## src/rtl/uart_receiver_pkg.sv

```systemverilog
// Shared UART definitions: receiver FSM states, frame width and the baud divisor
// used by both the receive and transmit stages.
package uart_defs;

   localparam int DATA_BITS = 8;

   typedef enum logic [1:0] {
      IDLE  = 2'd0,
      START = 2'd1,
      DATA  = 2'd2,
      STOP  = 2'd3
   } rx_state_t;

   function automatic int baud_divisor(input int clock_frequency,
                                       input int baud_rate,
                                       input int oversample);
      return clock_frequency / (baud_rate * oversample);
   endfunction

endpackage

```

## src/rtl/uart_receiver_baud_tick.sv

```systemverilog
// Oversampling tick divider: one-cycle tick every DIVISOR clocks, held at zero
// while clear is asserted so the phase restarts on each start-bit detection.
module uart_baud_tick #(
   parameter int DIVISOR = 54
) (
   input  logic clock,
   input  logic reset,
   input  logic clear,
   output logic tick
);

   localparam int COUNT_W = (DIVISOR > 1) ? $clog2(DIVISOR) : 1;
   localparam logic [COUNT_W-1:0] LAST = COUNT_W'(DIVISOR - 1);

   logic [COUNT_W-1:0] count_reg;

   assign tick = !clear && (count_reg == LAST);

   always_ff @(posedge clock or posedge reset) begin
      if (reset) begin
         count_reg <= '0;
      end else if (clear || tick) begin
         count_reg <= '0;
      end else begin
         count_reg <= count_reg + 1'b1;
      end
   end

endmodule

```

## src/rtl/uart_receiver.sv

```systemverilog
// 8N1 UART receive stage: synchronizer, mid-bit sampling FSM, shift register and
// a one-entry valid/ready holding register with framing and overrun pulses.
module uart_receiver
   import uart_defs::*;
#(
   parameter int CLOCK_FREQUENCY = 100_000_000,
   parameter int BAUD_RATE       = 115200,
   parameter int OVERSAMPLE      = 16
) (
   input  logic                 clock,
   input  logic                 reset,
   input  logic                 serial_in,
   output logic [DATA_BITS-1:0] data,
   output logic                 data_valid,
   input  logic                 data_ready,
   output logic                 framing_error,
   output logic                 overrun,
   output logic                 busy
);

   localparam int DIVISOR  = baud_divisor(CLOCK_FREQUENCY, BAUD_RATE, OVERSAMPLE);
   localparam int SAMPLE_W = $clog2(OVERSAMPLE);
   localparam int INDEX_W  = $clog2(DATA_BITS);
   localparam logic [SAMPLE_W-1:0] MID_SAMPLE  = SAMPLE_W'(OVERSAMPLE / 2 - 1);
   localparam logic [SAMPLE_W-1:0] LAST_SAMPLE = SAMPLE_W'(OVERSAMPLE - 1);
   localparam logic [INDEX_W-1:0]  LAST_INDEX  = INDEX_W'(DATA_BITS - 1);

   logic                 rx_meta_reg;
   logic                 rx_s;
   rx_state_t            state_reg;
   logic                 armed_reg;
   logic [SAMPLE_W-1:0]  sample_count_reg;
   logic [INDEX_W-1:0]   bit_index_reg;
   logic [DATA_BITS-1:0] shift_reg;
   logic                 tick;
   logic                 mid_bit;
   logic                 byte_complete;

   always_ff @(posedge clock or posedge reset) begin
      if (reset) begin
         rx_meta_reg <= 1'b1;
         rx_s        <= 1'b1;
      end else begin
         rx_meta_reg <= serial_in;
         rx_s        <= rx_meta_reg;
      end
   end

   uart_baud_tick #(
      .DIVISOR (DIVISOR)
   ) baud_tick_inst (
      .clock (clock),
      .reset (reset),
      .clear (state_reg == IDLE),
      .tick  (tick)
   );

   assign mid_bit       = tick && (sample_count_reg == MID_SAMPLE);
   assign byte_complete = (state_reg == STOP) && mid_bit && rx_s;
   assign busy          = (state_reg != IDLE);

   always_ff @(posedge clock or posedge reset) begin
      if (reset) begin
         sample_count_reg <= '0;
      end else if (state_reg == IDLE) begin
         sample_count_reg <= '0;
      end else if (tick) begin
         sample_count_reg <= (sample_count_reg == LAST_SAMPLE) ? '0 : sample_count_reg + 1'b1;
      end
   end

   // The arm flag stops a held-low line (break) from re-triggering until it goes high again.
   always_ff @(posedge clock or posedge reset) begin
      if (reset) begin
         state_reg     <= IDLE;
         armed_reg     <= 1'b0;
         bit_index_reg <= '0;
         shift_reg     <= '0;
         framing_error <= 1'b0;
      end else begin
         framing_error <= 1'b0;
         case (state_reg)
            IDLE: begin
               if (rx_s) begin
                  armed_reg <= 1'b1;
               end else if (armed_reg) begin
                  armed_reg <= 1'b0;
                  state_reg <= START;
               end
            end
            START: begin
               if (mid_bit) begin
                  bit_index_reg <= '0;
                  state_reg     <= rx_s ? IDLE : DATA;
               end
            end
            DATA: begin
               if (mid_bit) begin
                  shift_reg[bit_index_reg] <= rx_s;
                  bit_index_reg            <= bit_index_reg + 1'b1;
                  if (bit_index_reg == LAST_INDEX) begin
                     state_reg <= STOP;
                  end
               end
            end
            STOP: begin
               if (mid_bit) begin
                  framing_error <= !rx_s;
                  state_reg     <= IDLE;
               end
            end
            default: state_reg <= IDLE;
         endcase
      end
   end

   always_ff @(posedge clock or posedge reset) begin
      if (reset) begin
         data       <= '0;
         data_valid <= 1'b0;
         overrun    <= 1'b0;
      end else begin
         overrun <= 1'b0;
         if (byte_complete && (!data_valid || data_ready)) begin
            data       <= shift_reg;
            data_valid <= 1'b1;
         end else if (byte_complete) begin
            overrun <= 1'b1;
         end else if (data_valid && data_ready) begin
            data_valid <= 1'b0;
         end
      end
   end

endmodule

```

## config.mk

```make
export PLATFORM = sky130hd
export DESIGN_NAME = uart_receiver
export DESIGN_NICKNAME = d
export VERILOG_FILES = /design/src/rtl/uart_receiver_pkg.sv /design/src/rtl/uart_receiver_baud_tick.sv /design/src/rtl/uart_receiver.sv
export SDC_FILE = /design/constraint.sdc
export NUM_CORES = 1
export LEC_CHECK = 0
export CORE_ASPECT_RATIO = 0.75
export CORE_MARGIN = 10
export CORE_UTILIZATION = 50
export CTS_CLUSTER_DIAMETER = 50
export DETAILED_ROUTE_END_ITERATION = 7
export PLACE_DENSITY = 0.74
export SETUP_SLACK_MARGIN = 0.5
export SLEW_MARGIN = 10
export SYNTH_ARGS = -nofsm -noshare
export SYNTH_HDL_FRONTEND = slang
export SYNTH_SLANG_ARGS = --single-unit
```

## constraint.sdc

```tcl
create_clock -name clock -period 2 [get_ports clock]
set_clock_uncertainty 0.15 [all_clocks]
set_input_delay 0.4 -clock clock [delete_from_list [all_inputs] [get_ports clock]]
set_output_delay 0.4 -clock clock [all_outputs]
set_load 0.005 [all_outputs]
```

==> results.md <==
- Nets: between 200 and 250
- Leakage power: 1.18 nW
- Minimum clock period: roughly 1.9 ns
- First-pass GRT wire length: 7.03 mm
- Worst EP required: slightly above 2 ns
- Final setup violation count: 0
- Post-synth top area share: between 50% and 60%
- Adder-cell share of the synthesized area: 3.61%
- Vias in the first global route: around 1400
- Post-route ant nets: 0
- Final wirelength: between 4 and 5 mm
- IO buf count: 15
- Reg clk slew, reported paths: 0.07 ns
- Main combinational cell family by area after synthesis: simple AND/OR/NAND/NOR gates
- Post-Synth Simple-Gate Area: between 20% and 30%
- Class of the most critical setup path: reg2reg
- Core ar.: around 3300 um^2
- Die ar.: between 6000 and 7000 um^2
- Max clock buf depth: 2
- RSZ-0062 raised after global routing: yes
- Synth Area in XOR/XNOR: roughly 1.5%
- Initial antenna violation count: 0
- CP Capture Type: flip-flop
- GPL Wtd Cong: roughly 0.8
- Vias: 1401
- Sequential area share after synthesis: between 50% and 60%
- Area leader, netlist: dfrtp_1
- Maximum VDD drop: 503 uV
- Post-DR vias/cell: ~5.8
- Slew Limit Fails: 0
- Share of layout cells above drive strength 1: around 53%
- Post-synth EDFFs: 0
- # fillers: 192
- Initial Util: 52.3%
- CTS Buf Count: 5
- Number of max-cap violations: 0
- FF+latch area: 935 um^2
- Die height: between 70 and 80 um
- Grt total ovfl: 0
- PwrDens: 765 nW/um^2
- Syn_area_per_cell: 11.9 um^2
- Latest clock arrival within the worst-skew pair: ~0.3 ns
- Largest cells by area after synthesis: dfrtp_1 (51%), mux2_2 (12%), ha_1 (3.6%)
- Row cnt: 18
- Max Clk Rate: 525 MHz
- CP startpoint kind: flip-flop
- Multi-input logic area: 1020 um^2
- Post-Synthesis Cells: 146
- Most used DFF post-synth: dfrtp_1
- TritonCTS clock tree: done
- CTS root buffer: clkbuf_8
- CTS sink count: 37
- Run status: finished, final reports clean
- FF+latch count, synth: 37
- All-layer global routing usage: between 10% and 20%
- Yosys cell types: 34
- Residual DRC: 0
- Async set or reset register ratio after synthesis: 100%
- Syn Std Cell Area: approximately 1700 um^2
- Min-delay worst type: reg2reg
- Worst-path fanout max: 8
- Drt pass-1 iters: 4
- Largest net degree at the start of global routing: 23
- Hold-fix buffers, CTS: 0
- Final hold slack: 0.210 ns
- Final hold vios: 0
- DR WL/cell: just under 20 um
- Syn Nets: approximately 160
- I/O pin count: 16
- Compound-Gate Fraction of Synth Area: under 10%
- Fin crit share: ~95%
- Die X: 88.0 um
- Reg2Reg Depth: 6
- CTS H-tree lvls: 2
- Setup tns final: 0 ns
- Max-slew headroom: between 70% and 80%
- Antenna cell count: 0
- Yosys Warn Count: 0
- Iter 0 DRT Violations: 110
- P&R area growth vs syn: 48.0%
- Portion of netlist area occupied by mux cells: 11.7%
- DP Wirelength: roughly 2.8 mm
- Hold path cells: 0
- CP arrival: about 1.9 ns
- Worst slew pin tran: approximately 0.38 ns
[per-stage QoR]
step                      util [%]  instance area (um^2)  instances  setup WS, ns  power (mW)
after CTS                     71.6                  2370        231         0.118        1.86
after floorplan                  -                  1800        146        0.0888        1.18
final                         77.4                  2560        241        0.0964        1.96
after global routing          77.4                  2560        241        0.0252        2.05
after global placement        63.1                  2090        211        0.0388        1.25
after detailed placement      63.1                  2090        211       0.00373        1.30
[Yosys cell counts (all sizes together) (3+ instances only)]
library cell   n
nor2           7
o21ai          5
nand2         11
ha             5
mux2          18
nand3          4
inv            8
or4            3
nor4           8
clkbuf         3
a21oi          7
nand4b         3
o221ai         3
and3           3
dfrtp         35
[layout make-up]
cell class                      instances  share of cell area (%)
Tap cell                               40                    1.95
Sequential cell                        37                    36.5
Inverter                                8                    1.17
Clock inverter                          2                   0.391
Clock buffer                            6                    2.83
Timing Repair Buffer                   51                    17.4
Multi-Input combinational cell         97                    39.7
[routing by layer]
layer	vias to the layer above	global-route usage, %	part of all wire (%)
li1	649	-	-
met4	0	6.01	1.9
met2	33	22.1	48
met1	706	17.7	45
met5	-	0	0
met3	13	5.03	5.2
[critical path: stages, from the launching register on]
cell      delay, ns
dfrtp_1        0.40
inv_2          0.07
ha_4           0.15
nand4b_4       0.20
buf_6          0.19
nor4_2         0.25
mux2_2         0.37
[cells in the final DEF, fill, tap and decap left out, types with 3 or more instances in the layout]
cell type and n:
mux2_4 6, a21oi_2 4, ha_1 3, clkbuf_8 5, dfrtp_1 30, nand3_1 4
buf_4 28, dfrtp_2 5, buf_6 9, nand2_1 10, inv_1 6, mux2_2 12
clkdlybuf4s15_1 7, clkdlybuf4s50_1 3, o21ai_0 3, nor4_2 4, a21oi_1 3, dlygate4sd2_1 4
o221ai_2 3, nor2_1 5
[report_power, final]
| part | total (mW) | leakage (nW) | internal [mW] | switching [mW] |
|---|---|---|---|---|
| registers | 0.947 | 0.483 | 0.843 | 0.104 |
| clock network | 0.507 | 0.0450 | 0.241 | 0.266 |
| logic | 0.506 | 0.657 | 0.239 | 0.267 |
| total | 1.96 | 1.18 | 1.32 | 0.638 |
[what timing repair did]
| item | in CTS | in global routing |
|---|---|---|
| gates resized for setup | 40 | 31 |
| setup buffers | 12 | 10 |
| pin swaps | 9 | 7 |
| endpoints found under the setup margin | 45 | 41 |
[cells by family after synthesis]
kind of cell,after synthesis
compound gates,18
fa+ha+maj,5
buf+inv,12
simple gates,53
xor+xnor,3
mux,18
flops,37
[worst paths after layout]
| kind | from | end | slack, ns |
|---|---|---|---|
| setup / recovery | baud_tick_inst.count_reg[1] | shift_reg[6] | 0.1 |
| hold / removal | rx_meta_reg | rx_s | 0.21 |
| min in group asynchronous | reset | sample_count_reg[2] | 0.27 |
| hold reg to reg | rx_meta_reg | rx_s | 0.21 |
| max in group asynchronous | reset | rx_s | 1.13 |
| setup reg to reg | baud_tick_inst.count_reg[1] | shift_reg[6] | 0.1 |
No activity file was read; power rests on OpenSTA's default activity.
